## src/rtl/ifetch_queue.sv

```systemverilog
// Instruction fetch stage: in-order word fetches into a small prefetch FIFO,
// a valid/ready handshake to decode, and redirects that flush the queue and
// drop any responses still in flight.
module ifetch_queue #(
  parameter int          DEPTH    = 4,
  parameter logic [31:0] RESET_PC = 32'h0000_0000
) (
  input  logic        clk,
  input  logic        reset,
  output logic        req_valid,
  input  logic        req_ready,
  output logic [31:0] req_addr,
  input  logic        resp_valid,
  input  logic [31:0] resp_data,
  output logic        instr_valid,
  input  logic        instr_ready,
  output logic [31:0] instr,
  output logic [31:0] instr_pc,
  input  logic        redirect_valid,
  input  logic [31:0] redirect_pc
);

  localparam int AW = $clog2(DEPTH);
  localparam int CW = AW + 1;

  logic [31:0]   fetch_pc;
  logic [31:0]   resp_pc;
  logic [31:0]   fifo_word [DEPTH];
  logic [31:0]   fifo_pc   [DEPTH];
  logic [AW-1:0] rd_ptr;
  logic [AW-1:0] wr_ptr;
  logic [CW-1:0] count;
  logic [CW-1:0] outstanding;
  logic [CW-1:0] drop_cnt;
  logic [CW:0]   credit_used;
  logic [31:0]   redirect_aligned;
  logic          issue;
  logic          push;
  logic          pop;

  // Everything queued, in flight, or waiting to be dropped consumes a credit.
  assign credit_used      = {1'b0, count} + {1'b0, outstanding} + {1'b0, drop_cnt};
  assign redirect_aligned = redirect_pc & ~32'h0000_0003;

  assign req_valid   = reset && !redirect_valid && (credit_used < (CW+1)'(DEPTH));
  assign req_addr    = fetch_pc;
  assign instr_valid = (count != '0);
  assign instr       = fifo_word[rd_ptr];
  assign instr_pc    = fifo_pc[rd_ptr];

  assign issue = req_valid && req_ready;
  assign push  = resp_valid && !redirect_valid && (drop_cnt == '0);
  assign pop   = instr_valid && instr_ready && !redirect_valid;

  always_ff @(posedge clk or negedge reset) begin
    if (!reset) begin
      fetch_pc    <= RESET_PC;
      resp_pc     <= RESET_PC;
      rd_ptr      <= '0;
      wr_ptr      <= '0;
      count       <= '0;
      outstanding <= '0;
      drop_cnt    <= '0;
      for (int i = 0; i < DEPTH; i++) begin
        fifo_word[i] <= '0;
        fifo_pc[i]   <= RESET_PC;
      end
    end else if (redirect_valid) begin
      // A response arriving in the redirect cycle is itself one of the dropped ones.
      count       <= '0;
      rd_ptr      <= wr_ptr;
      fetch_pc    <= redirect_aligned;
      resp_pc     <= redirect_aligned;
      drop_cnt    <= drop_cnt + outstanding - CW'(resp_valid);
      outstanding <= '0;
    end else begin
      if (issue) begin
        fetch_pc <= fetch_pc + 32'd4;
      end
      if (resp_valid && (drop_cnt != '0)) begin
        drop_cnt <= drop_cnt - CW'(1);
      end
      if (push) begin
        fifo_word[wr_ptr] <= resp_data;
        fifo_pc[wr_ptr]   <= resp_pc;
        wr_ptr            <= wr_ptr + AW'(1);
        resp_pc           <= resp_pc + 32'd4;
      end
      if (pop) begin
        rd_ptr <= rd_ptr + AW'(1);
      end
      case ({push, pop})
        2'b10:   count <= count + CW'(1);
        2'b01:   count <= count - CW'(1);
        default: count <= count;
      endcase
      case ({issue, push})
        2'b10:   outstanding <= outstanding + CW'(1);
        2'b01:   outstanding <= outstanding - CW'(1);
        default: outstanding <= outstanding;
      endcase
    end
  end

endmodule

```

## config.mk

```make
export PLATFORM = sky130hd
export DESIGN_NAME = ifetch_queue
export DESIGN_NICKNAME = d
export VERILOG_FILES = /design/src/rtl/ifetch_queue.sv
export SDC_FILE = /design/constraint.sdc
export NUM_CORES = 1
export LEC_CHECK = 0
export CAP_MARGIN = 15
export CORE_ASPECT_RATIO = 1.5
export CORE_MARGIN = 5
export CORE_UTILIZATION = 30
export DETAILED_ROUTE_END_ITERATION = 10
export SLEW_MARGIN = 25
export SYNTH_ARGS = -nofsm -noshare
export SYNTH_HDL_FRONTEND = slang
export SYNTH_SLANG_ARGS = --single-unit
```

## constraint.sdc

```tcl
create_clock -name clk -period 3.53 [get_ports clk]
set_input_delay 0.706 -clock clk [delete_from_list [all_inputs] [get_ports clk]]
set_output_delay 0.706 -clock clk [all_outputs]
set_load 0.02 [all_outputs]
```

== Yosys cells after proc, flatten, opt, wreduce, memory -nomap -nowiden ==
Index checks and enable logic that the tools add are counted.

* Register bits after elaboration: 333
* Logic and storage cells: 81

* Add/subtract/negate cells: 13
* Magnitude comparators: 4
* Eq/ne operators: 4
* Muxes and demuxes: 22
* Bitwise operators: 3
* Reduce and logical (&&, ||, !) cells: 20

{| class="wikitable"
|+ Operators by type and width
! operator !! count
|-
| $mux W32 || 9
|-
| $bwmux W128 || 2
|-
| $bmux W32 S2 || 2
|-
| $add A32 B3 Y32 const B || 2
|-
| $demux W32 S2 || 1
|-
| $mux W3 || 4
|-
| $pmux W3 S2 || 2
|-
| $reduce_bool A3 Y1 || 4
|-
| $logic_and A1 B1 Y1 || 9
|-
| $sub A3 B1 Y3 const B || 3
|-
| $reduce_bool A2 Y1 || 4
|-
| $add A3 B1 Y3 const B || 2
|-
| $ge A3 B3 Y1 const B || 2
|-
| $not A2 Y3 || 2
|-
| $add A2 B1 Y2 const B || 2
|-
| $add A3 B3 Y4 || 1
|-
| $add A4 B3 Y4 || 1
|-
| $eq A2 B1 Y1 const B || 2
|-
| $eq A2 B2 Y1 const B || 2
|-
| $lt A4 B3 Y1 const B || 1
|-
| $mux W2 || 2
|-
| $add A3 B3 Y3 || 1
|-
| $logic_not A3 Y1 || 1
|-
| $lt A3 B1 Y1 const B || 1
|-
| other kinds (4) || 4
|}

== Depth between registers and ports, before layout ==
Gate-level depths: netlist of run 1.

* Depth after elaboration: 8
* Gate-level depth with buffers: 11

== Least setup slack after synthesis of run 1 ==
OpenSTA, ideal clock, no wires.

* Path type: reg-to-reg
* Start: reg count[1]
* End: reg outstanding[2]
* Setup time: 0.136 ns
* Data arrival time: 2.976 ns
* Required time: 3.394 ns
* Path slack: 0.418 ns
* Cell stages (with the launch flop): 12
* Period minus slack after synthesis: 3.112 ns
* Path through: dfrtp_1 inv_1 fa_1 or2_2 fa_1 nand4b_2 nor2_4 nor3_1 fa_1 nor3_1 o21a_1 nor3_1

* Word-level cells in the longest chain between the ends: 8
* Elaborated cells between the ends (all ways): 10
* Classes of those cells: 2 x add/sub; 1 x order compare; 2 x eq/ne; 2 x mux; 3 x reduce/logical

{| class="wikitable"
|+ Ends and longest elaborated chain
! what !! line !! text
|-
| start, declared || 32 || <nowiki>logic [CW-1:0] count;</nowiki>
|-
| start signal, assigned || 93 || <nowiki>2'b10: count <= count + CW'(1);</nowiki>
|-
| start signal, assigned || 94 || <nowiki>2'b01: count <= count - CW'(1);</nowiki>
|-
| start signal, assigned || 95 || <nowiki>default: count <= count;</nowiki>
|-
| $add A3 B3 Y4 * || 42 || <nowiki>assign credit_used = {1'b0, count} + {1'b0, outstanding} + {1'b0, drop_cnt};</nowiki>
|-
| $add A4 B3 Y4 * || 42 ||
|-
| $lt A4 B3 Y1 * || 45 || <nowiki>assign req_valid = reset && !redirect_valid && (credit_used < (CW+1)'(DEPTH));</nowiki>
|-
| $logic_and A1 B1 Y1 * || 45 ||
|-
| $logic_and A1 B1 Y1 * || 51 || <nowiki>assign issue = req_valid && req_ready;</nowiki>
|-
| $eq A2 B1 Y1 or $eq A2 B2 Y1 (tied branches) || 97 || <nowiki>case ({issue, push})</nowiki>
|-
| $pmux W3 S2 || 97 ||
|-
| $mux W3 || 68 || <nowiki>end else if (redirect_valid) begin</nowiki>
|-
| end signal, assigned || 98 || <nowiki>2'b10: outstanding <= outstanding + CW'(1);</nowiki>
|-
| end signal, assigned || 99 || <nowiki>2'b01: outstanding <= outstanding - CW'(1);</nowiki>
|-
| end signal, assigned || 100 || <nowiki>default: outstanding <= outstanding;</nowiki>
|-
| end, declared || 33 || <nowiki>logic [CW-1:0] outstanding;</nowiki>
|}

Mark *: on every way between the ends. The rest lies on a longest branch, timed or not.
A chain may end at the register's enable or synchronous reset.

== Worst setup path after layout of run 1 ==
* Start: reg count[1]
* End: out req_valid

* Word-level cells in the longest chain between the ends: 4

{| class="wikitable"
|+ Ends and longest elaborated chain
! what !! line !! text
|-
| $add A3 B3 Y4 || 42 ||
|-
| $add A4 B3 Y4 || 42 ||
|-
| $lt A4 B3 Y1 || 45 ||
|-
| $logic_and A1 B1 Y1 || 45 ||
|-
| end, declared || 10 || <nowiki>output logic req_valid,</nowiki>
|}

Every way passes these cells.

==> flow_metrics.env, run 1 <==
export IMPL_status="completed"
export IMPL_fin_util_pct=37.6
export IMPL_max_freq_mhz=295
export IMPL_synth_top_area_share_pct=53.3
export IMPL_grt_pass1_wl_um=58600
export IMPL_avgSynthCellArea_sq_um=13.9
export IMPL_synthesis_area_sq_um=15100
export IMPL_cap_viol_max_count=0
export IMPL_wl_per_cell_um=18.9
export IMPL_grtUsageTotal_pct=13.4
export IMPL_drtPass1Iterations=4
export IMPL_setup_tns_ps=0
export IMPL_dieHeight_um=284
export IMPL_async_flop_share_pct=100
export IMPL_io_pins=168
export IMPL_place_congestion=0.780
export IMPL_synth_top_family_by_area="multiplexers"
export IMPL_synth_area_mux_share_pct=28.0
export IMPL_setup_viol=0
export IMPL_end_kind="primary output"
export IMPL_first_global_vias=10400
export IMPL_path_buf_inv=2
export IMPL_cts_root_buf="clkbuf_16"
export IMPL_start_util_pct=30.3
export IMPL_synth_xor_area_share_pct=3.13
export IMPL_path_max_fanout=2
export IMPL_dieArea_sq_um=54900
export IMPL_die_w_um=193
export IMPL_postLayoutSetupSlackWorst_ps=139
export IMPL_layout_commonest_cell="dfrtp_1"
export IMPL_synth_edff_count=0
export IMPL_drtIter0Drc=284
export IMPL_reg2reg_slack_ps=360
export IMPL_fin_worst_skew_ps=21.7
export IMPL_worst_skew_pair_late_latency_ps=520
export IMPL_antenna_found_initial=0
export IMPL_period_share_pct=96.1
export IMPL_most_common_layout_cells="dfrtp_1 (319), mux2_2 (249), clkdlybuf4s50_1 (158), nand2_1 (67), mux4_2 (62)"
export IMPL_yosys_area_share_simple_pct=7.09
export IMPL_final_antenna_net_count=0
export IMPL_dpl_hpwl_um=24100
export IMPL_ys_types=62
export IMPL_r2r_start="count[1]"
export IMPL_grt_start_max_net_pins=130
export IMPL_peakVddDrop_mv=0.377
export IMPL_rsz0062_at_grt="false"
export IMPL_clock_path_buffers=3
export IMPL_crit_slowest_cell="fa_2"
export IMPL_worstPathRequired_ps=2820
export IMPL_cp_top_family="adder cells"
export IMPL_cp_startpoint="count[1]"
export IMPL_cp_cell_sequence="inv_2, fa_1, or2_4, fa_2, nand2_2, nor3_4, buf_4"
export IMPL_maxSlewViolCount=0
export IMPL_yosys_register_bits=321
export IMPL_cts_buffers=35
export IMPL_routed_wl_um=36500
export IMPL_rows=100
export IMPL_area_growth_pct=24.2
export IMPL_globalRouteOverflowTotal=0
export IMPL_antennaDiodeCount=0
export IMPL_fin_crit_ps=3390
export IMPL_io_buffers=161
export IMPL_worstSetupPathType="reg2out"
export IMPL_cts_tree="yes"
export IMPL_synth_warning_count=0
export IMPL_slew_headroom_pct=44.8
export IMPL_crit_arrival_ps=2690
export IMPL_vias_per_cell=4.88
export IMPL_layout_drive_gt1_share_pct=34.2
export IMPL_drc=0
export IMPL_synth_compound_area_share_pct=3.76
export IMPL_hold_violations=0
export IMPL_synthAdderAreaFrac_pct=1.79
export IMPL_hold_path_class="in2async"
export IMPL_final_nets=1328
export IMPL_p_leak_nw=8.27
export IMPL_fillers=4705
export IMPL_clock_sinks=321
export IMPL_synth_cells=1082
export IMPL_yosysSeqAreaShare_pct=53.3
export IMPL_slowest_delay_ps=550
export IMPL_fp_coreArea_sq_um=49700
export IMPL_ys_flop_type="dfrtp_1"
export IMPL_final_area_sq_um=18700
export IMPL_worstSetupStartpointType="register"
export IMPL_htree_levels=2
export IMPL_power_density_nw_per_um2=784
export IMPL_route_vias_total=9400
export IMPL_synth_area_top_cells="dfrtp_1 (53%), mux2_2 (19%), mux4_2 (9.3%), nand2_1 (1.8%), xnor2_1 (1.7%)"
export IMPL_tightest_slew_ps=827
export IMPL_timing_hold_ws_ps=51.7
export IMPL_placedInstanceArea_sq_um=17500
export IMPL_path_clk_slew_ps=60
export IMPL_synth_largest_area_cell="dfrtp_1"
export IMPL_place_ws_ps=308
[per-layer routing]
layer / routed length (um) / GRT usage (%)
met3: 1550 / 2.22
met1: 15500 / 17.0
met4: 799 / 3.79
met5: 0 / 0
met2: 18600 / 23.3
[cell type report]
type                            count  area [sq um]  share of cell area [%]
Timing Repair Buffer              189          1920                    10.3
Multi-Input combinational cell    676          6660                    35.6
Sequential cell                   321          8040                    43.0
Clock buffer                       46           977                    5.23
Clock inverter                     15           210                    1.12
Inverter                           17          63.8                   0.341
Tap cell                          663           830                    4.44
[cells by family after synthesis]
family                     after synthesis
AOI/OAI and AO/OA                       94
xor gates and xnor gates                53
adders and majority gates               18
buffers and inverters                   88
DFF                                    321
muxes                                  313
other                                    1
and+or+nand+nor                        194
[report_power, final]
group / switching (mW) / internal [mW]
clock: 1.53 / 2.26
sequential: 0.721 / 4.85
combinational: 2.41 / 2.89
total: 4.66 / 9.99
[flip-flops by register name, indices dropped and copies added, names as in the netlist]
register	cells
count	3
drop_cnt	3
fifo_pc	120
fifo_word	128
outstanding	3
rd_ptr	2
req_addr	30
resp_pc	30
wr_ptr	2
[Yosys cell counts (3+ instances only)]
cell type,number
inv_1,17
buf_1,4
nor4_1,9
and4_1,3
and2_1,4
o311ai_0,9
o221ai_1,3
o21ai_1,7
buf_4,5
dfrtp_1,321
nor3_1,17
ha_1,12
buf_2,38
nor2_1,20
a31oi_1,5
fa_1,6
xor2_1,23
mux4_2,62
nand3_1,19
nand2_1,72
nand3_2,3
o211ai_1,6
xnor2_1,29
and3_1,10
nand4_1,12
mux2_2,249
clkbuf_2,3
o21ai_0,43
a21oi_1,12
clkbuf_1,18
[metrics by stage]
step	total power [mW]	std cells
global placement	10.8	1861
floorplan	8.81	1085
detailed placement	11.0	1861
global route	15.5	1927
CTS	14.9	1926
finish	14.7	1927
[final timing paths]
path / end / cells after the start
setup / recovery: req_valid / 7
hold reg to reg: fifo_pc[15] / 2
setup reg to reg: req_addr[20] / 11
hold / removal: fifo_pc[20] / 1
max in group asynchronous: fifo_pc[121] / 2
min in group clk: fifo_pc[15] / 2
[timing repair]
item / 4_1_cts / 5_1_grt
pin swaps: 2 / 2
setup endpoints to repair: 1 / 1
buffers inserted: 4 / 1
hold buffers: 0 / 0
cloned: 0 / 0
resized for setup: 6 / 2
No activity file was read; power rests on OpenSTA's default activity.
==> run 2, diff against run 1 <==
Settings changed: PLACE_DENSITY set to 0.53.
==> flow_metrics.env, run 2 (synthesized netlist as in run 1, its figures left out) <==
export IMPL_clock_path_buffers=3
export IMPL_status="completed"
export IMPL_worstPathRequired_ps=2820
export IMPL_ff_latch_area_sq_um=8040
export IMPL_vias_per_cell=4.87
export IMPL_hold_path_class="reg2reg"
export IMPL_fp_coreArea_sq_um=49700
export IMPL_cts_tree="yes"
export IMPL_cts_buffers=35
export IMPL_fin_worst_skew_ps=15.7
export IMPL_tightest_slew_ps=721
export IMPL_postCtsSetupRepairBufs=0
export IMPL_grt_start_max_net_pins=113
export IMPL_final_nets=1337
export IMPL_route_vias_total=9420
export IMPL_maxSlewViolCount=0
export IMPL_most_common_layout_cells="dfrtp_1 (319), mux2_2 (249), clkdlybuf4s50_1 (158), nand2_1 (68), mux4_2 (62)"
export IMPL_slew_headroom_pct=51.5
export IMPL_antenna_found_initial=0
export IMPL_power_density_nw_per_um2=772
export IMPL_area_growth_pct=23.8
export IMPL_globalRouteOverflowTotal=0
export IMPL_htree_levels=2
export IMPL_path_max_fanout=3
export IMPL_cap_viol_max_count=0
export IMPL_reg2regPathDepth=10
export IMPL_period_share_pct=95.4
export IMPL_grt_pass1_wl_um=60000
export IMPL_max_freq_mhz=297
export IMPL_timing_hold_ws_ps=480
export IMPL_clock_sinks=321
export IMPL_reg_top3="fifo_word x128, fifo_pc x120"
export IMPL_end_kind="primary output"
export IMPL_dp_cells=1874
export IMPL_layout_drive_gt1_share_pct=33.8
export IMPL_antennaDiodeCount=0
export IMPL_hold_violations=0
export IMPL_place_congestion=0.782
export IMPL_drtIter0Drc=367
export IMPL_setup_tns_ps=0
export IMPL_worstSetupPathType="reg2out"
export IMPL_rows=100
export IMPL_wl_per_cell_um=19.3
export IMPL_fillers=4837
export IMPL_dieArea_sq_um=54900
export IMPL_drtPass1Iterations=5
export IMPL_multi_input_area_sq_um=6650
export IMPL_top_register="fifo_word"
export IMPL_fin_util_pct=37.5
export IMPL_setup_viol=0
export IMPL_largest_reg_flops=128
export IMPL_dpl_hpwl_um=25000
export IMPL_path_clk_slew_ps=60
export IMPL_cts_root_buf="clkbuf_16"
export IMPL_worstSetupStartpointType="register"
export IMPL_drc=0
export IMPL_routed_wl_um=37300
export IMPL_first_global_vias=10500
export IMPL_rsz0062_at_grt="false"
export IMPL_fin_crit_ps=3370
export IMPL_grtUsageTotal_pct=13.8
export IMPL_holdPathStages=2
export IMPL_io_pins=168
export IMPL_fin_cells=1936
export IMPL_peakVddDrop_mv=0.304
export IMPL_dieHeight_um=284
export IMPL_p_leak_nw=8.24
export IMPL_die_w_um=193
export IMPL_final_antenna_net_count=0
export IMPL_crit_arrival_ps=2660
export IMPL_layout_commonest_cell="dfrtp_1"
export IMPL_io_buffers=161
export IMPL_worst_skew_pair_late_latency_ps=530
export IMPL_start_util_pct=30.3
-- run 2: changes by cell type in the layout (fill, tap and decap cells not counted), sizes merged --
cell | previous run | this run
inv | 18 | 17
clkinvlp | 2 | 1
buf | 31 | 39
dlygate4sd3 | 0 | 1
bufinv | 4 | 2
clkinv | 8 | 9
clkbuf | 46 | 49
-- run 2: per-layer routing --
layer	global-route usage [%]	wire [um]	vias up
met3	2.58	1710	50
met4	3.97	891	0
li1	-	-	4276
met5	0	0	-
met2	24.1	19300	212
met1	17.4	15400	4882
-- run 2: report_power, final --
group	internal [mW]	switching [mW]	leakage, nW
combinational	2.87	2.40	3.52
sequential	4.85	0.708	4.19
clock	2.06	1.51	0.536
total	9.78	4.61	8.24
-- run 2: final timing paths --
kind | startpoint | endpoint | slack (ps)
setup / recovery | count[1] | req_valid | 160
hold / removal | fifo_pc[18] | fifo_pc[18] | 480
setup reg to reg | count[1] | req_addr[20] | 380
hold reg to reg | fifo_pc[18] | fifo_pc[18] | 480
max in group asynchronous | reset | rd_ptr[1] | 1290
min in group asynchronous | reset | count[0] | 600
-- run 2: timing repair --
action,4_1_cts,5_1_grt
endpoints found under the hold margin,12,0
gates resized for setup,6,3
setup endpoints to repair,1,1
hold buffers,1,0
-- run 2: worst max-delay path, stage by stage, from the launching register on --
cell and delay, ps:
dfrtp_1 340, inv_1 80, fa_1 470, or2_2 310, fa_2 580, nand2_1 80, nor3_2 110, buf_4 170
-- run 2: cell type report --
cell class                      instances  share of cell area, %
Clock buffer                           49                   5.14
Clock inverter                         12                  0.765
Inverter                               17                  0.342
Multi-Input combinational cell        676                   35.7
Sequential cell                       321                   43.1
Tap cell                              663                   4.45
Timing Repair Buffer                  198                   10.5
-- run 2: metrics by stage --
stage / total power, mW / setup slack [ps] / cell area, sq um
after floorplan: 8.81 / 418 / 15100
after global placement: 10.9 / 130 / 17500
after detailed placement: 11.0 / 164 / 17500
after CTS: 14.7 / 26.5 / 18600
after global routing: 15.3 / 41.2 / 18600
final: 14.4 / 161 / 18600
